File: src/rtl/rom_arbiter.sv
// Two-port arbiter (IFU / LSU) sharing one combinational ROM, one transaction in flight.
// Round-robin grant on contention; misaligned or out-of-range reads return an access fault.
module rom_arbiter #(
    parameter int unsigned DEPTH = 256,
    parameter int unsigned AW    = 32
) (
    input  logic          clk,
    input  logic          rst_n,

    input  logic          ifu_req_valid,
    output logic          ifu_req_ready,
    input  logic [AW-1:0] ifu_addr,
    output logic          ifu_rsp_valid,
    input  logic          ifu_rsp_ready,
    output logic [31:0]   ifu_rdata,
    output logic          ifu_rsp_err,

    input  logic          lsu_req_valid,
    output logic          lsu_req_ready,
    input  logic [AW-1:0] lsu_addr,
    output logic          lsu_rsp_valid,
    input  logic          lsu_rsp_ready,
    output logic [31:0]   lsu_rdata,
    output logic          lsu_rsp_err,

    output logic [AW-1:0] rom_addr,
    input  logic [31:0]   rom_data
);

    localparam logic [0:0] IDLE = 1'b0;
    localparam logic [0:0] RESP = 1'b1;

    localparam logic OWNER_IFU = 1'b0;
    localparam logic OWNER_LSU = 1'b1;

    localparam logic [AW:0] DEPTH_W = (AW + 1)'(DEPTH);

    logic [0:0]    state_q, state_d;
    logic          prio_q, prio_d;
    logic          owner_q, owner_d;
    logic [AW-1:0] addr_q, addr_d;

    logic          grant_lsu, grant_ifu;
    logic          idle_ok;
    logic          ifu_accept, lsu_accept;
    logic          rsp_active, owner_rsp_ready;
    logic          addr_ok;
    logic [AW:0]   word_idx;
    logic [31:0]   rsp_data;

    // prio_q=0 favours the LSU, prio_q=1 favours the IFU
    always_comb begin
        grant_lsu     = lsu_req_valid & (~ifu_req_valid | ~prio_q);
        grant_ifu     = ifu_req_valid & ~grant_lsu;
        idle_ok       = (state_q == IDLE) & rst_n;
        ifu_req_ready = idle_ok & grant_ifu;
        lsu_req_ready = idle_ok & grant_lsu;
        ifu_accept    = ifu_req_valid & ifu_req_ready;
        lsu_accept    = lsu_req_valid & lsu_req_ready;
    end

    always_comb begin
        rsp_active      = (state_q == RESP);
        owner_rsp_ready = (owner_q == OWNER_LSU) ? lsu_rsp_ready : ifu_rsp_ready;
        word_idx        = {3'b000, addr_q[AW-1:2]};
        addr_ok         = (addr_q[1:0] == 2'b00) && (word_idx < DEPTH_W);
        rsp_data        = addr_ok ? rom_data : 32'h0;
    end

    always_comb begin
        state_d = state_q;
        prio_d  = prio_q;
        owner_d = owner_q;
        addr_d  = addr_q;
        case (state_q)
            IDLE: begin
                if (ifu_accept || lsu_accept) begin
                    state_d = RESP;
                    owner_d = lsu_accept ? OWNER_LSU : OWNER_IFU;
                    addr_d  = lsu_accept ? lsu_addr : ifu_addr;
                    // hand priority to whoever was not just served
                    prio_d  = lsu_accept;
                end
            end
            RESP: begin
                if (owner_rsp_ready) begin
                    state_d = IDLE;
                end
            end
            default: state_d = IDLE;
        endcase
    end

    always_ff @(posedge clk or negedge rst_n) begin
        if (!rst_n) begin
            state_q <= IDLE;
            prio_q  <= 1'b0;
            owner_q <= OWNER_IFU;
            addr_q  <= '0;
        end else begin
            state_q <= state_d;
            prio_q  <= prio_d;
            owner_q <= owner_d;
            addr_q  <= addr_d;
        end
    end

    always_comb begin
        rom_addr      = addr_q;
        ifu_rsp_valid = rsp_active & (owner_q == OWNER_IFU);
        lsu_rsp_valid = rsp_active & (owner_q == OWNER_LSU);
        ifu_rdata     = ifu_rsp_valid ? rsp_data : 32'h0;
        lsu_rdata     = lsu_rsp_valid ? rsp_data : 32'h0;
        ifu_rsp_err   = ifu_rsp_valid & ~addr_ok;
        lsu_rsp_err   = lsu_rsp_valid & ~addr_ok;
    end

endmodule

File: config.mk
export PLATFORM = sky130hd
export DESIGN_NAME = rom_arbiter
export DESIGN_NICKNAME = d
export VERILOG_FILES = /design/src/rtl/rom_arbiter.sv
export SDC_FILE = /design/constraint.sdc
export NUM_CORES = 1
export LEC_CHECK = 0
export ABC_CLOCK_PERIOD_IN_PS = 1500
export CAP_MARGIN = 20
export CELL_PAD_IN_SITES_DETAIL_PLACEMENT = 1
export CELL_PAD_IN_SITES_GLOBAL_PLACEMENT = 2
export CORE_MARGIN = 5
export CORE_UTILIZATION = 16
export CTS_CLUSTER_DIAMETER = 200
export DETAILED_ROUTE_END_ITERATION = 7
export GPL_TIMING_DRIVEN = 0
export PLACE_DENSITY_LB_ADDON = 0.25
export SYNTH_ARGS = -nofsm -noshare
export SYNTH_HDL_FRONTEND = slang
export SYNTH_SLANG_ARGS = --single-unit
export TNS_END_PERCENT = 5
File: constraint.sdc
create_clock -name clk -period 1.5 [get_ports clk]
set_input_delay 0.15 -clock clk [delete_from_list [all_inputs] [get_ports clk]]
set_output_delay 0.15 -clock clk [all_outputs]
set_load 0.1 [all_outputs]
# Yosys cells after proc, flatten, opt, wreduce, memory -nomap -nowiden
# Cells that the tools add are included.
totals:
  reg_bits: 35
  inputBits: 102
  out_inout_bits: 102
  wordCells: 36
op_classes:
  order_cmp: 1
  n_mux: 9
  bitwise: 18
  n_reduce_logical: 4
ops:
  columns: ["cell", "count"]
  rows:
  - ["32-bit two-way mux", 4]
  - ["30-bit by 9-bit less-than comparator with 1-bit output, second input constant", 1]
  - ["1-bit bitwise AND", 11]
  - ["1-bit NOT", 6]
  - ["1-bit two-way mux", 4]
  - ["2-bit zero test", 1]
  - ["1-bit case mux with 2 select lines", 1]
  - ["2-bit AND reduction", 1]
  - ["1-bit logical AND", 1]
  - ["1-bit logical OR", 1]
  - ["1-bit OR", 1]

# Logic depth before layout (Yosys ltp)
# Gate-level depths: netlist of the first run.
logic_depth:
  depth_word: 10
  depth_mapped: 5
  ltp_nobuf: 3

# Worst setup path after synthesis of the first run
# OpenSTA, ideal clock, no wires.
synth_path:
  path_type: "register to output"
  from: "reg prio_q (netlist name)"
  to: "out ifu_rdata[23]"
  t_arrival_ps: 3853
  t_required_ps: 1350
  path_slack_ps: -2503
  path_stages_with_launch: 6
  n_path_buf: 2
  path_cell_list: "dfrtp_1 > nor2b_1 > buf_2 > clkbuf_1 > nand2_1 > nor3_1"
synth_lines:
  columns: ["item", "line", "source"]
  rows:
  - ["end: declaration", "15", "output logic [31:0] ifu_rdata,"]

# Final worst setup path of the first run
layout_path:
  from: "reg addr_q[29] (netlist: rom_addr[29])"
  to: "out lsu_rdata[25]"
layout_between:
  elab_chain_cells: 4
layout_lines:
  columns: ["item", "line", "source"]
  rows:
  - ["start: declaration", "41", "logic [AW-1:0] addr_q, addr_d;"]
  - ["start signal: assignment", "104", "addr_q <= addr_d;"]
  - ["30-bit by 9-bit less-than comparator with 1-bit output", "66", "addr_ok = (addr_q[1:0] == 2'b00) && (word_idx < DEPTH_W);"]
  - ["1-bit logical AND", "66", null]
  - ["32-bit two-way mux", "67", "rsp_data = addr_ok ? rom_data : 32'h0;"]
  - ["32-bit two-way mux", "113", "lsu_rdata = lsu_rsp_valid ? rsp_data : 32'h0;"]
  - ["end: declaration", "23", "output logic [31:0] lsu_rdata,"]
# Every way passes these cells.

==> results.md, run 1 <==
- Overall power: 9960 uW
- LEAKAGE: ~0.0031 uW
- PD cells: 1500 nW/um2
- Crit Reg-Reg Startpoint: rsp_active
- Max VDD drop: roughly 1.4 mV
- Syn_nets: 387
- Slew HR: 61.6%
- Clock Latency Late Sink: 0.28 ns
- Antenna viol nets, final: 0
- TritonCTS clock tree: done
- Starting Density: 16.4%
- Initial antenna violation count: 0
- Post-route clock skew: 0.00820 ns
- Area leader, netlist: dfrtp_1
- Min-Delay Path Class: input pin to asynchronous set/reset pin
- Critical path fanouts, max: 6
- Row Count: 44
- #FFs+latches synth: 34
- First-pass GRT wire length: 21700 um
- Utilization after layout: 45.5%
- Max_cap viols: 0
- Max Root-Sink Buffers: 2
- Critical Path RT: 1.35 ns
- Post-Syn Area per Cell: 8.41 um2
- Tcrit/Tclk final: 151%
- Clk sinks: 34
- Clock transition at the registers of the reported paths: 0.06 ns
- Die Wd: about 130 um
- Vias: 3204
- Worst setup SP type: register
- Main area contributors after synthesis: dfrtp_1, a221o_1, nand2_1, nor3b_1, nor3_1
- Ys async rst share: 100%
- Most frequent cell after synthesis: nand2_1
- DP Wirelength: 10500 um
- CP endpoint kind: output pin
- Setup_tns: -47.07 ns
- Synth Instances: 285
- Reg power frac: ~20%
- Number of warnings issued by yosys: 0
- Ys flop type: dfrtp_1
- Worst-margin pin slew: between 0.5 and 0.6 ns
- Failing checks: hold timing, setup timing
- Setup CP Type: register to output pin
- Die area: 17500 um2
- DRC viols: 0
- Layout cells sized above 1: 51.4%
- Logic pwr share: 67.7%
- Post-synth EDFFs: 0
- Routed Wire Length: 13900 um
- TritonRoute pass-1 iters: 4
- Sequential area share after synthesis: 35.5%
- Status: finished with violations
- WP data arrival: 2.12 ns
- Int Power: 4040 uW
- Post-Place Worst Slack: -1.90 ns
- Antenna Cells: 0
- Switching share of total power: between 50% and 60%
- H-tree depth: 2
- Cell variety after synth: 22
- DRT iter0 DRCs: 91
- Top Ports: 204
- Final count of pins violating max slew: 0
- Crit path launch: rom_addr[29]
- Core footprint: 14600 um2
- Synth top cells by count: nand2_1, nor3_1, dfrtp_1
- Grt ovf: 0
- Area Growth Syn to Fin: 177%
- Yosys top cell area share: between 30% and 40%
- Vias/cell: 4.66
- Nets: 605
- Hold WS: -0.173 ns
- Largest net degree at the start of global routing: 38
- Clk network pwr share: 12.5%
- Post-layout min period: 2.27 ns
- Port-buffer cells: between 200 and 250
- Final worst slack: -0.767 ns
- Net Switching: between 5000 and 6000 uW
- Mapped Area: 2400 um2
- Total CTS buffers: 5
- Hold Fails Final Rpt: 34
- Gr usage total: 15.3%
- Routed len/inst: 20.1 um
- Vias in the first global route: 3604
- Die Y: roughly 130 um
- Fmax: 0.441 GHz
- Root Buffer: clkbuf_16
- Final setup fails: 93
- Gp weighted congestion: 0.788
- RSZ-0062 raised after global routing: yes
-- path summary, 6_finish.rpt --
| check | end | slack, ns | depth (start not counted) |
|---|---|---|---|
| max | lsu_rdata[25] | -0.77 | 7 |
| min | rom_addr[2] | -0.17 | 1 |
| max reg2reg | rom_addr[17] | -0.05 | 4 |
| min reg2reg | rom_addr[3] | 0.52 | 1 |
| max in group asynchronous | rom_addr[29] | 1.29 | 1 |
| min in group clk | rom_addr[28] | 0.48 | 2 |
-- stage by stage --
step | cells | instance area (um2)
2_1_floorplan | 285 | 3150
3_3_place_gp | 672 | 5410
3_5_place_dp | 672 | 5400
4_1_cts | 687 | 6510
5_1_grt | 688 | 6640
6_report | 688 | 6640
-- layout by cell type (no fill, tap or decap), types with 12 or more instances in the layout --
master	netlist	layout
clkdlybuf4s50_1	0	100
a221o_1	32	32
nand2_1	67	66
nor3b_1	32	24
clkdlybuf4s15_2	0	32
dfrtp_2	0	14
buf_4	0	12
nor3_4	0	64
dfrtp_4	0	12
buf_12	0	70
-- area by class of cell --
cell class                      instances  area [um2]
Inverter                                1        3.75
Timing Repair Buffer                  211        2880
Fill cell                            1535        7950
Multi-Input combinational cell        215        2100
Clock inverter                          1        30.0
Buffer                                 35         345
Tap cell                              184         230
Sequential cell                        34         913
Clock buffer                            7         143
-- flip-flops by register name, summed over array words and instances (netlist names) --
name and count:
rom_addr 32, rsp_active 1, prio_q 1
-- what timing repair did --
action,in CTS,in global routing
pin swaps,45,2
gates cloned,3,1
resized for setup,758,28
endpoints found under the setup margin,136,101
buffers inserted,4,0
hold endpoints to repair,34,34
-- power groups by stage --
stage	combinational [uW]	clock [uW]	sequential, uW
after floorplan	1870	0	4810
after global placement	6580	0	1880
after detailed placement	6610	0	1890
after CTS	6750	1260	1950
after global routing	7020	1300	2040
final	6750	1250	1970
-- critical path: stages (launching register included) --
cell,delay (ns)
dfrtp_4,0.48
nor4_4,0.31
nand4_1,0.14
buf_6,0.16
buf_12,0.14
buf_16,0.15
nor3_4,0.23
buf_12,0.20
-- metal layers --
metal	part of all wire (%)	wire [um]	GRT usage (%)
met2	49	6840	26.1
met3	9.2	1280	5.31
met4	0.71	98	2.26
met5	0	0	0
met1	41	5650	19.2
-- kinds of logic after synthesis --
| logic type | synth area share, % |
|---|---|
| AO/OA/AOI/OAI | 14.7 |
| buffers and inverters | 7.67 |
| flip-flops | 35.5 |
| multiplexers | 0.418 |
| AND/OR/NAND/NOR | 41.7 |
Power figures use the tool's default switching activity.
==> run 2, diff against run 1 <==
- RECOVER_POWER: default -> 100
==> run 2 against run 1 <==
- the run still ends with hold timing, setup timing left
- power is 0.12% lower
- combinational power about the same
- fmax about the same
- critical path type unchanged
- critical endpoint unchanged
==> results.md, run 2 (synthesized netlist as in run 1, its figures left out) <==
- Most frequent cells in the layout: clkdlybuf4s50_1, buf_12, nand2_1
- Die area: 17500 um2 (unchanged)
- Largest net degree at the start of global routing: 38 (unchanged)
- PD cells: 1500 nW/um2 (about the same)
- Post-layout min period: 2.27 ns (+0.00000200 ns)
- # fillers: 1536 (+0.065%)
- DRT iter0 DRCs: 91 (unchanged)
- Final worst slack: -0.767 ns (-0.00000200 ns)
- Crit-path slowest cell: dfrtp_4
- Layout cells sized above 1: 50.6% (-0.79 points)
- H-tree depth: 2 (unchanged)
- DP Cell Count: 672 (unchanged)
- Row Count: 44 (unchanged)
- Slew HR: 61.6% (unchanged)
- Initial antenna violation count: 0 (unchanged)
- Port-buffer cells: 203 (unchanged)
- Antenna viol nets, final: 0 (unchanged)
- Hold WS: -0.173 ns (+0.0000840 ns)
- TritonRoute pass-1 iters: 4 (unchanged)
- Routed Wire Length: 13900 um (about the same)
- Critical Path RT: 1.35 ns (about the same)
- Top Ports: 204 (unchanged)
- Max VDD drop: 1.36 mV (unchanged)
- Vias/cell: 4.66 (unchanged)
- Worst-margin pin slew: 0.579 ns (unchanged)
- Total CTS buffers: 5 (unchanged)
- Area Growth Syn to Fin: 177% (about the same)
- Die Wd: 132 um (unchanged)
- RSZ-0062 raised after global routing: yes
- Worst setup SP type: register
- Routed len/inst: 20.1 um (about the same)
- CP dominant cell by count: buf_12
- Vias: 3204 (unchanged)
- Final setup fails: 99 (+6.5%)
- Gp weighted congestion: 0.788 (unchanged)
- Post-route clock skew: 0.00820 ns (+0.000000780 ns)
- TritonCTS clock tree: done
- Clk sinks: 34 (unchanged)
- Crit path cell chain: nor4_4, nand4_1, buf_6, buf_12, buf_16, nor3_4, buf_12
- Root Buffer: clkbuf_16
- Tcrit/Tclk final: 151% (about the same)
- Max Root-Sink Buffers: 2 (unchanged)
- Final Non-Filler Cells: 688 (unchanged)
- WP data arrival: 2.12 ns (about the same)
- Clock Latency Late Sink: 0.28 ns (about the same)
- LEAKAGE: 0.00307 uW (+0.16%)
- DP Wirelength: 10500 um (unchanged)
- Gr usage total: 15.3% (unchanged)
- Nets: 605 (unchanged)
- Vias in the first global route: 3604 (unchanged)
- Starting Density: 16.4% (unchanged)
- Antenna Cells: 0 (unchanged)
- DRC viols: 0 (unchanged)
- CP endpoint kind: output pin
- Critical path fanouts, max: 6 (unchanged)
- Min-Delay Path Class: input pin to asynchronous set/reset pin
- Die Y: 132 um (unchanged)
- Final count of pins violating max slew: 0 (unchanged)
- Hold Fails Final Rpt: 34 (unchanged)
- Setup CP Type: register to output pin
- Clock transition at the registers of the reported paths: 0.06 ns (about the same)
- Fmax: 0.441 GHz (about the same)
- Failing checks: hold timing, setup timing
- Largest register FFs: 32 (unchanged)
- Commonest non-fill, non-tap cell in the layout: clkdlybuf4s50_1
- Grt ovf: 0 (unchanged)
- Core footprint: 14600 um2 (unchanged)
- CP max stage delay: 0.48 ns (about the same)
- Utilization after layout: 45.5% (about the same)
- Max_cap viols: 0 (unchanged)
- Status: finished with violations
- First-pass GRT wire length: 21700 um (unchanged)
==> run 2: changes by cell type in the layout (fill, tap and decap cells not counted), sizes merged <==
cell           before  now
dlygate4sd3         0    1
clkdlybuf4s50     100   99
==> run 2: worst max-delay path, delay by kind of cell (launching register included) <==
| kind | cells | cell delay, ns |
|---|---|---|
| flip-flops | 1 | 0.48 |
| buffers and inverters | 4 | 0.65 |
| AND/OR/NAND/NOR | 3 | 0.68 |
==> run 2: stage by stage <==
step                total power [uW]  setup slack [ns]  area, um2  TNS [ns]
floorplan                       6680            -0.911       3150    -60.88
global placement                8470             -2.79       5410   -217.84
detailed placement              8490             -1.90       5400   -152.90
CTS                             9960            -0.811       6510    -53.38
global route                   10400            -0.890       6630    -61.44
finish                          9950            -0.767       6630    -48.14
==> run 2: repair_timing <==
action                                 4_1_cts  5_1_grt
gates cloned                                 3        1
buffers inserted                             4        0
pin swaps                                   45        2
gates resized for setup                    758       28
setup endpoints to repair                  136      101
endpoints found under the hold margin       34       34
==> run 2: metal layers <==
layer  wire length (um)  track usage [%]
met1               5650             19.2
met2               6840             26.1
met3               1280             5.31
met4                 98             2.26
met5                  0                0
==> run 2: worst paths after layout <==
| kind | slack [ns] | cells past startpoint | to | start |
|---|---|---|---|---|
| setup / recovery | -0.77 | 7 | lsu_rdata[25] | rom_addr[29] |
| hold / removal | -0.17 | 1 | rom_addr[2] | rst_n |
| setup reg to reg | -0.04 | 4 | rom_addr[17] | rsp_active |
| hold reg to reg | 0.52 | 1 | rom_addr[3] | rom_addr[3] |
| max in group asynchronous | 1.29 | 1 | rom_addr[29] | rst_n |
| min in group clk | 0.48 | 2 | rom_addr[28] | ifu_addr[28] |
==> run 2: where the power goes <==
part	leakage (uW)	switching, uW	internal [uW]	total (uW)
registers	0.000394	484	1480	1960
logic	0.00260	5030	1720	6750
clock network	0.0000841	415	831	1250
==> run 2: area by class of cell <==
cell class	count	area [um2]	area share (%)
Clock inverter	1	30.0	0.453
Inverter	1	3.75	0.0566
Clock buffer	7	143	2.15
Timing Repair Buffer	211	2880	43.4
Buffer	35	345	5.21
Multi-Input combinational cell	215	2100	31.6
Sequential cell	34	908	13.7
Tap cell	184	230	3.47
